<file path="src/rtl/control_unit.sv">
// Main decoder of the single-cycle MIPS core: combinational opcode/funct decode
// onto the control bus, plus a sticky illegal-instruction flag.
package control_signals;
    // {rf_we, sel_wa[1:0], sel_alu_b, dmem_we, sel_result[1:0], sel_pc[1:0], branch, alu_op[1:0]}
    typedef logic [11:0] control_t;

    localparam logic [5:0] OP_RTYPE = 6'h00;
    localparam logic [5:0] OP_J     = 6'h02;
    localparam logic [5:0] OP_JAL   = 6'h03;
    localparam logic [5:0] OP_BEQ   = 6'h04;
    localparam logic [5:0] OP_ADDI  = 6'h08;
    localparam logic [5:0] OP_LW    = 6'h23;
    localparam logic [5:0] OP_SW    = 6'h2B;

    localparam logic [5:0] FUNCT_JR    = 6'h08;
    localparam logic [5:0] FUNCT_MFHI  = 6'h10;
    localparam logic [5:0] FUNCT_MFLO  = 6'h12;
    localparam logic [5:0] FUNCT_MULTU = 6'h19;
    localparam logic [5:0] FUNCT_DIVU  = 6'h1B;
    localparam logic [5:0] FUNCT_ADD   = 6'h20;
    localparam logic [5:0] FUNCT_SUB   = 6'h22;
    localparam logic [5:0] FUNCT_OR    = 6'h25;
    localparam logic [5:0] FUNCT_SLT   = 6'h2A;

    localparam logic [1:0] ALUOP_ADD   = 2'b00;
    localparam logic [1:0] ALUOP_SUB   = 2'b01;
    localparam logic [1:0] ALUOP_FUNCT = 2'b10;

    localparam logic [3:0] ALU_ADD   = 4'b0010;
    localparam logic [3:0] ALU_SUB   = 4'b0110;
    localparam logic [3:0] ALU_OR    = 4'b0001;
    localparam logic [3:0] ALU_SLT   = 4'b0111;
    localparam logic [3:0] ALU_MULTU = 4'b1000;
    localparam logic [3:0] ALU_DIVU  = 4'b1001;

    localparam control_t NOPc   = 12'b0_00_0_0_00_00_0_00;
    localparam control_t LWc    = 12'b1_00_1_0_01_00_0_00;
    localparam control_t SWc    = 12'b0_00_1_1_00_00_0_00;
    localparam control_t ADDIc  = 12'b1_00_1_0_00_00_0_00;
    localparam control_t Jc     = 12'b0_00_0_0_00_10_0_00;
    localparam control_t JALc   = 12'b1_10_0_0_10_10_0_00;
    localparam control_t BEQc   = 12'b0_00_0_0_00_01_1_01;
    localparam control_t JRc    = 12'b0_00_0_0_00_11_0_10;
    localparam control_t RTYPEc = 12'b1_01_0_0_00_00_0_10;
    localparam control_t MFHIc  = 12'b1_01_0_0_11_00_0_10;
    localparam control_t MFLOc  = 12'b1_01_0_0_11_00_0_10;
    localparam control_t MULTUc = 12'b0_00_0_0_00_00_0_10;
endpackage

module control_unit
    import control_signals::*;
(
    input  logic          clock,
    input  logic          reset_n,
    input  logic [5:0]    opcode,
    input  logic [5:0]    funct,
    control_bus_if.master control_bus,
    output logic          illegal_instr
);

    control_t   ctrl_s;
    logic       hilo_we_s;
    logic       sel_hilo_s;
    logic       legal_s;
    logic [3:0] alu_ctrl_s;
    logic       illegal_r;
    logic       unused_zero_s;

    // The zero flag only qualifies branches in the datapath; decode ignores it.
    assign unused_zero_s = control_bus.zero;

    // Main decode: opcode, then funct for R-type; anything unrecognised is a NOP.
    always_comb begin
        ctrl_s     = NOPc;
        hilo_we_s  = 1'b0;
        sel_hilo_s = 1'b0;
        legal_s    = 1'b1;
        case (opcode)
            OP_LW:   ctrl_s = LWc;
            OP_SW:   ctrl_s = SWc;
            OP_ADDI: ctrl_s = ADDIc;
            OP_J:    ctrl_s = Jc;
            OP_JAL:  ctrl_s = JALc;
            OP_BEQ:  ctrl_s = BEQc;
            OP_RTYPE: begin
                case (funct)
                    FUNCT_JR: ctrl_s = JRc;
                    FUNCT_ADD, FUNCT_SUB, FUNCT_OR, FUNCT_SLT: ctrl_s = RTYPEc;
                    FUNCT_MFHI: ctrl_s = MFHIc;
                    FUNCT_MFLO: begin
                        ctrl_s     = MFLOc;
                        sel_hilo_s = 1'b1;
                    end
                    FUNCT_MULTU, FUNCT_DIVU: begin
                        ctrl_s    = MULTUc;
                        hilo_we_s = 1'b1;
                    end
                    default: legal_s = 1'b0;
                endcase
            end
            default: legal_s = 1'b0;
        endcase
    end

    // ALU control from alu_op; forced to zero so an illegal NOP drives an all-zero bus.
    always_comb begin
        alu_ctrl_s = ALU_ADD;
        if (!legal_s) begin
            alu_ctrl_s = 4'b0000;
        end else begin
            case (ctrl_s[1:0])
                ALUOP_ADD: alu_ctrl_s = ALU_ADD;
                ALUOP_SUB: alu_ctrl_s = ALU_SUB;
                ALUOP_FUNCT: begin
                    case (funct)
                        FUNCT_ADD:   alu_ctrl_s = ALU_ADD;
                        FUNCT_SUB:   alu_ctrl_s = ALU_SUB;
                        FUNCT_OR:    alu_ctrl_s = ALU_OR;
                        FUNCT_SLT:   alu_ctrl_s = ALU_SLT;
                        FUNCT_MULTU: alu_ctrl_s = ALU_MULTU;
                        FUNCT_DIVU:  alu_ctrl_s = ALU_DIVU;
                        default:     alu_ctrl_s = ALU_ADD;
                    endcase
                end
                default: alu_ctrl_s = ALU_ADD;
            endcase
        end
    end

    // Sticky illegal-instruction flag, cleared only by reset.
    always_ff @(posedge clock or negedge reset_n) begin
        if (!reset_n) begin
            illegal_r <= 1'b0;
        end else if (!legal_s) begin
            illegal_r <= 1'b1;
        end else begin
            illegal_r <= illegal_r;
        end
    end

    assign {control_bus.rf_we, control_bus.sel_wa, control_bus.sel_alu_b,
            control_bus.dmem_we, control_bus.sel_result, control_bus.sel_pc,
            control_bus.branch, control_bus.alu_op} = ctrl_s;
    assign control_bus.alu_ctrl = alu_ctrl_s;
    assign control_bus.hilo_we  = hilo_we_s;
    assign control_bus.sel_hilo = sel_hilo_s;
    assign illegal_instr        = illegal_r;

endmodule

</file>
<file path="src/rtl/control_unit_if.sv">
// Control bus between the main decoder and the datapath.
// The master drives every select/enable; the slave returns the ALU zero flag.
interface control_bus_if;
    logic       rf_we;
    logic [1:0] sel_wa;
    logic       sel_alu_b;
    logic       dmem_we;
    logic [1:0] sel_result;
    logic [1:0] sel_pc;
    logic       branch;
    logic [1:0] alu_op;
    logic [3:0] alu_ctrl;
    logic       hilo_we;
    logic       sel_hilo;
    logic       zero;

    modport master (
        output rf_we, sel_wa, sel_alu_b, dmem_we, sel_result, sel_pc,
               branch, alu_op, alu_ctrl, hilo_we, sel_hilo,
        input  zero
    );

    modport slave (
        input  rf_we, sel_wa, sel_alu_b, dmem_we, sel_result, sel_pc,
               branch, alu_op, alu_ctrl, hilo_we, sel_hilo,
        output zero
    );
endinterface

</file>
<file path="src/flat_wrapper.sv">
// flat-port wrapper written by rule: the top's interface ports become plain ports
module control_unit_flat import control_signals::*;
  (clock, reset_n, opcode, funct, illegal_instr, control_bus_rf_we, control_bus_sel_wa, control_bus_sel_alu_b, control_bus_dmem_we, control_bus_sel_result, control_bus_sel_pc, control_bus_branch, control_bus_alu_op, control_bus_alu_ctrl, control_bus_hilo_we, control_bus_sel_hilo, control_bus_zero);
  control_bus_if control_bus_i ();
  input  logic clock;
  input  logic reset_n;
  input  logic [5:0] opcode;
  input  logic [5:0] funct;
  output logic illegal_instr;
  output wire logic [$bits(control_bus_i.rf_we)-1:0] control_bus_rf_we;
  output wire logic [$bits(control_bus_i.sel_wa)-1:0] control_bus_sel_wa;
  output wire logic [$bits(control_bus_i.sel_alu_b)-1:0] control_bus_sel_alu_b;
  output wire logic [$bits(control_bus_i.dmem_we)-1:0] control_bus_dmem_we;
  output wire logic [$bits(control_bus_i.sel_result)-1:0] control_bus_sel_result;
  output wire logic [$bits(control_bus_i.sel_pc)-1:0] control_bus_sel_pc;
  output wire logic [$bits(control_bus_i.branch)-1:0] control_bus_branch;
  output wire logic [$bits(control_bus_i.alu_op)-1:0] control_bus_alu_op;
  output wire logic [$bits(control_bus_i.alu_ctrl)-1:0] control_bus_alu_ctrl;
  output wire logic [$bits(control_bus_i.hilo_we)-1:0] control_bus_hilo_we;
  output wire logic [$bits(control_bus_i.sel_hilo)-1:0] control_bus_sel_hilo;
  input wire logic [$bits(control_bus_i.zero)-1:0] control_bus_zero;
  assign control_bus_rf_we = control_bus_i.rf_we;
  assign control_bus_sel_wa = control_bus_i.sel_wa;
  assign control_bus_sel_alu_b = control_bus_i.sel_alu_b;
  assign control_bus_dmem_we = control_bus_i.dmem_we;
  assign control_bus_sel_result = control_bus_i.sel_result;
  assign control_bus_sel_pc = control_bus_i.sel_pc;
  assign control_bus_branch = control_bus_i.branch;
  assign control_bus_alu_op = control_bus_i.alu_op;
  assign control_bus_alu_ctrl = control_bus_i.alu_ctrl;
  assign control_bus_hilo_we = control_bus_i.hilo_we;
  assign control_bus_sel_hilo = control_bus_i.sel_hilo;
  assign control_bus_i.zero = control_bus_zero;
  control_unit u_core (.clock(clock), .reset_n(reset_n), .opcode(opcode), .funct(funct), .control_bus(control_bus_i), .illegal_instr(illegal_instr));
endmodule
</file>
<file path="config.mk">
export PLATFORM = sky130hd
export DESIGN_NAME = control_unit_flat
export DESIGN_NICKNAME = d
export VERILOG_FILES = /design/src/rtl/control_unit.sv /design/src/rtl/control_unit_if.sv /design/src/flat_wrapper.sv
export SDC_FILE = /design/constraint.sdc
export NUM_CORES = 1
export LEC_CHECK = 0
export BUFFER_PORTS_ARGS = -buffer_cell sky130_fd_sc_hd__buf_2
export CORE_MARGIN = 5
export CORE_UTILIZATION = 42
export CTS_CLUSTER_SIZE = 24
export DETAILED_ROUTE_END_ITERATION = 8
export GPL_TIMING_DRIVEN = 0
export PLACE_DENSITY = 0.85
export SYNTH_ARGS = -nofsm -noshare
export SYNTH_HDL_FRONTEND = slang
export SYNTH_SLANG_ARGS = --single-unit
</file>
<file path="constraint.sdc">
create_clock -name clock -period 4.96 [get_ports clock]
set_clock_uncertainty 0.05 [all_clocks]
set_input_delay 1.488 -clock clock [delete_from_list [all_inputs] [get_ports clock]]
set_output_delay 1.488 -clock clock [all_outputs]
set_load 0.02 [all_outputs]
</file>
==> flow_summary.json <==
{
  "status": "finished clean",
  "numPortBuffers": 26,
  "largest_reg_flops": 1,
  "drt_iter0_drc": 20,
  "relSlewSlack_pct": 72.0,
  "ios": 34,
  "dpl_worst_slack_ps": -292,
  "start_util_pct": 43.3,
  "grt.total_usage_pct": 17.1,
  "seq_area_frac_synth_pct": 4.49,
  "syn-num-nets": 100,
  "syn_inst": 83,
  "synth_area_um2": 557,
  "power.density_mw_per_mm2": 57.3,
  "wl_per_cell_um": 13.9,
  "endpoint": "control_bus_alu_ctrl[1]",
  "rsz0062_at_grt": "true",
  "path_max_fanout": 4,
  "worst_pin_slew_ps": 413,
  "finalNonFillerCells": 134,
  "setup_viol": 0,
  "dpl.hpwl_um": 1320,
  "arrival_ps": 3390,
  "post-route-period-util_pct": 99.5,
  "grt_pass1_wl_um": 2830,
  "worst_setup_path_start_kind": "primary input",
  "max_clock_freq_ghz": 0.203,
  "rows": 13,
  "antenna_found_initial": 0,
  "ff2ff_setup_slack_ps": 4230,
  "drc": 0,
  "whs_path_depth": 1,
  "yosys.area_share.simple_pct": 47.4,
  "drt_wl_total_um": 1870,
  "synth-adder-area-share_pct": 4.49,
  "ant_nets": 0,
  "synth_edf_count": 0,
  "clkLatencyLatePin_ps": 0,
  "dieArea_mm2": 0.00215,
  "fin_ws_ps": 27.2,
  "synth-main-ff-cell": "dfrtp_1",
  "worstSetupEndpointType": "primary output",
  "grt_pass1_vias": 658,
  "antenna_cells": 0,
  "synth_top_family_by_area": "simple AND/OR/NAND/NOR gates",
  "cp.required_ps": 3420,
  "gp_congestion": 0.829,
  "r2r_start": "u_core.illegal_instr",
  "firstDrtPassIters": 5,
  "reg2reg_to": "u_core.illegal_instr",
  "hold_violations": 0,
  "synth_cell_types": 44,
  "clkTransAtPathRegs_ps": 0,
  "avgSynthCellArea_um2": 6.71,
  "p_leak_nw": 0.428,
  "synth_compound_area_share_pct": 28.8,
  "area_delta_synth_final_pct": 60.4,
  "overflow": 0,
  "synth_warnings": 0,
  "vias_per_cell": 5.74,
  "grt_start_max_net_pins": 11,
  "die-width_um": 46.4,
  "hold_class": "reg -> reg",
  "async_flop_share_pct": 100,
  "placed_area_um2": 718,
  "cp-startpoint": "opcode[1]",
  "stdcell_area_um2": 893,
  "maxCapViolations": 0,
  "final_nets": 138,
  "drv_slew": 0,
  "routed-via-count": 769,
  "crit_type": "in -> out",
  "muxShareOfSynthArea_pct": 1.80,
  "ff2ff_path_depth": 1,
  "peakVddDrop_v": 0.0000252,
  "chipHeight_um": 46.4,
  "synth_xor_area_share_pct": 1.57,
  "place_inst": 124,
  "core_mm2": 0.00128,
  "ys_ff_latch": 1,
  "drive_gt1_share_pct": 50.4,
  "period_minus_slack_ps": 4930
}
-- how the worst min path moves through the flow --
stage / start / to / slack (ps)
6_report: u_core.illegal_instr / u_core.illegal_instr / 420
5_1_grt: u_core.illegal_instr / u_core.illegal_instr / 420
4_1_cts: u_core.illegal_instr / u_core.illegal_instr / 420
3_5_place_dp: u_core.illegal_instr / u_core.illegal_instr / 420
3_3_place_gp: u_core.illegal_instr / u_core.illegal_instr / 390
2_1_floorplan: u_core.illegal_instr / u_core.illegal_instr / 530
-- critical path, stage by stage --
cell      delay (ps)
buf_8            100
or4_4            550
nor3_4           160
o211ai_1         200
buf_4            200
inv_4             50
ha_4             140
a41o_1           200
a311oi_2          50
a21oi_2          130
buf_6            130
-- where the power goes --
part | switching (mW) | internal, mW | total (mW)
sequential | 0 | 0.00831 | 0.00831
combinational | 0.0232 | 0.0197 | 0.0429
clock | 0 | 0 | 0
total | 0.0232 | 0.0280 | 0.0512
-- logic make-up (layout without fill, tap and decap cells) --
kind of cell,count (synthesis),after routing
buffers and inverters,13,49
multiplexers,1,1
adder cells (fa/ha/maj),2,2
XOR/XNOR,1,1
AND/OR/NAND/NOR,44,44
AO/OA/AOI/OAI,21,21
flip-flops,1,1
-- repair_timing --
action                                  4_1_cts  5_1_grt
endpoints found under the setup margin        4        4
hold buffers                                  0        0
pin swaps                                     7        5
gates resized for setup                      16        8
setup buffers                                 8        2
-- per-stage QoR --
stage          setup TNS (ps)  util [%]  hold slack, ps  power (mW)
5_1_grt                  -183      69.5             423      0.0548
3_5_place_dp             -830      55.9             424      0.0426
6_report                    0      69.5             424      0.0512
2_1_floorplan           -78.0         -             527      0.0322
4_1_cts                 -33.3      66.7             424      0.0482
3_3_place_gp             -897      55.9             388      0.0419
-- cell usage in the layout (no fill, tap or decap), types with 2 or more instances in the layout --
cell type	instances
nand2b_1	3
buf_4	13
buf_8	2
nor3_1	2
nor2_1	9
clkbuf_4	2
nand2_1	5
nand3_1	4
or2_2	3
nor3b_1	2
buf_2	22
inv_1	4
o21ai_0	5
nor4b_1	3
a21oi_2	2
-- synthesized netlist by cell type, types with 2 or more instances --
| cell | count | share of area [%] |
|---|---|---|
| nor2_1 | 9 | 6.1 |
| inv_1 | 5 | 3.4 |
| nand2_1 | 5 | 3.4 |
| o21ai_0 | 5 | 4.5 |
| nand2b_1 | 4 | 4.5 |
| nand3_1 | 4 | 3.6 |
| buf_2 | 3 | 2.7 |
| clkbuf_1 | 3 | 2.0 |
| nor4b_1 | 3 | 4.7 |
| or2_2 | 3 | 3.4 |
| a211oi_1 | 2 | 2.7 |
| a21oi_1 | 2 | 1.8 |
| ha_1 | 2 | 4.5 |
| nor3_1 | 2 | 1.8 |
| nor3b_1 | 2 | 2.7 |
-- per-layer routing --
metal	global-route usage (%)	share of wire, %	vias up
met5	0	0	-
met4	0	0	0
met3	0.391	6.4	0
met2	31.9	52	27
met1	22.8	41	359
li1	-	-	383
-- layout make-up --
type,count,area (um2)
multi-input cells,69,522
fillers,113,392
repair buffers,36,241
plain buffers,8,65.1
flip-flops and latches,1,25.0
inverters,5,21.3
well taps,15,18.8
Note: power is estimated with default switching activity, not from simulation.
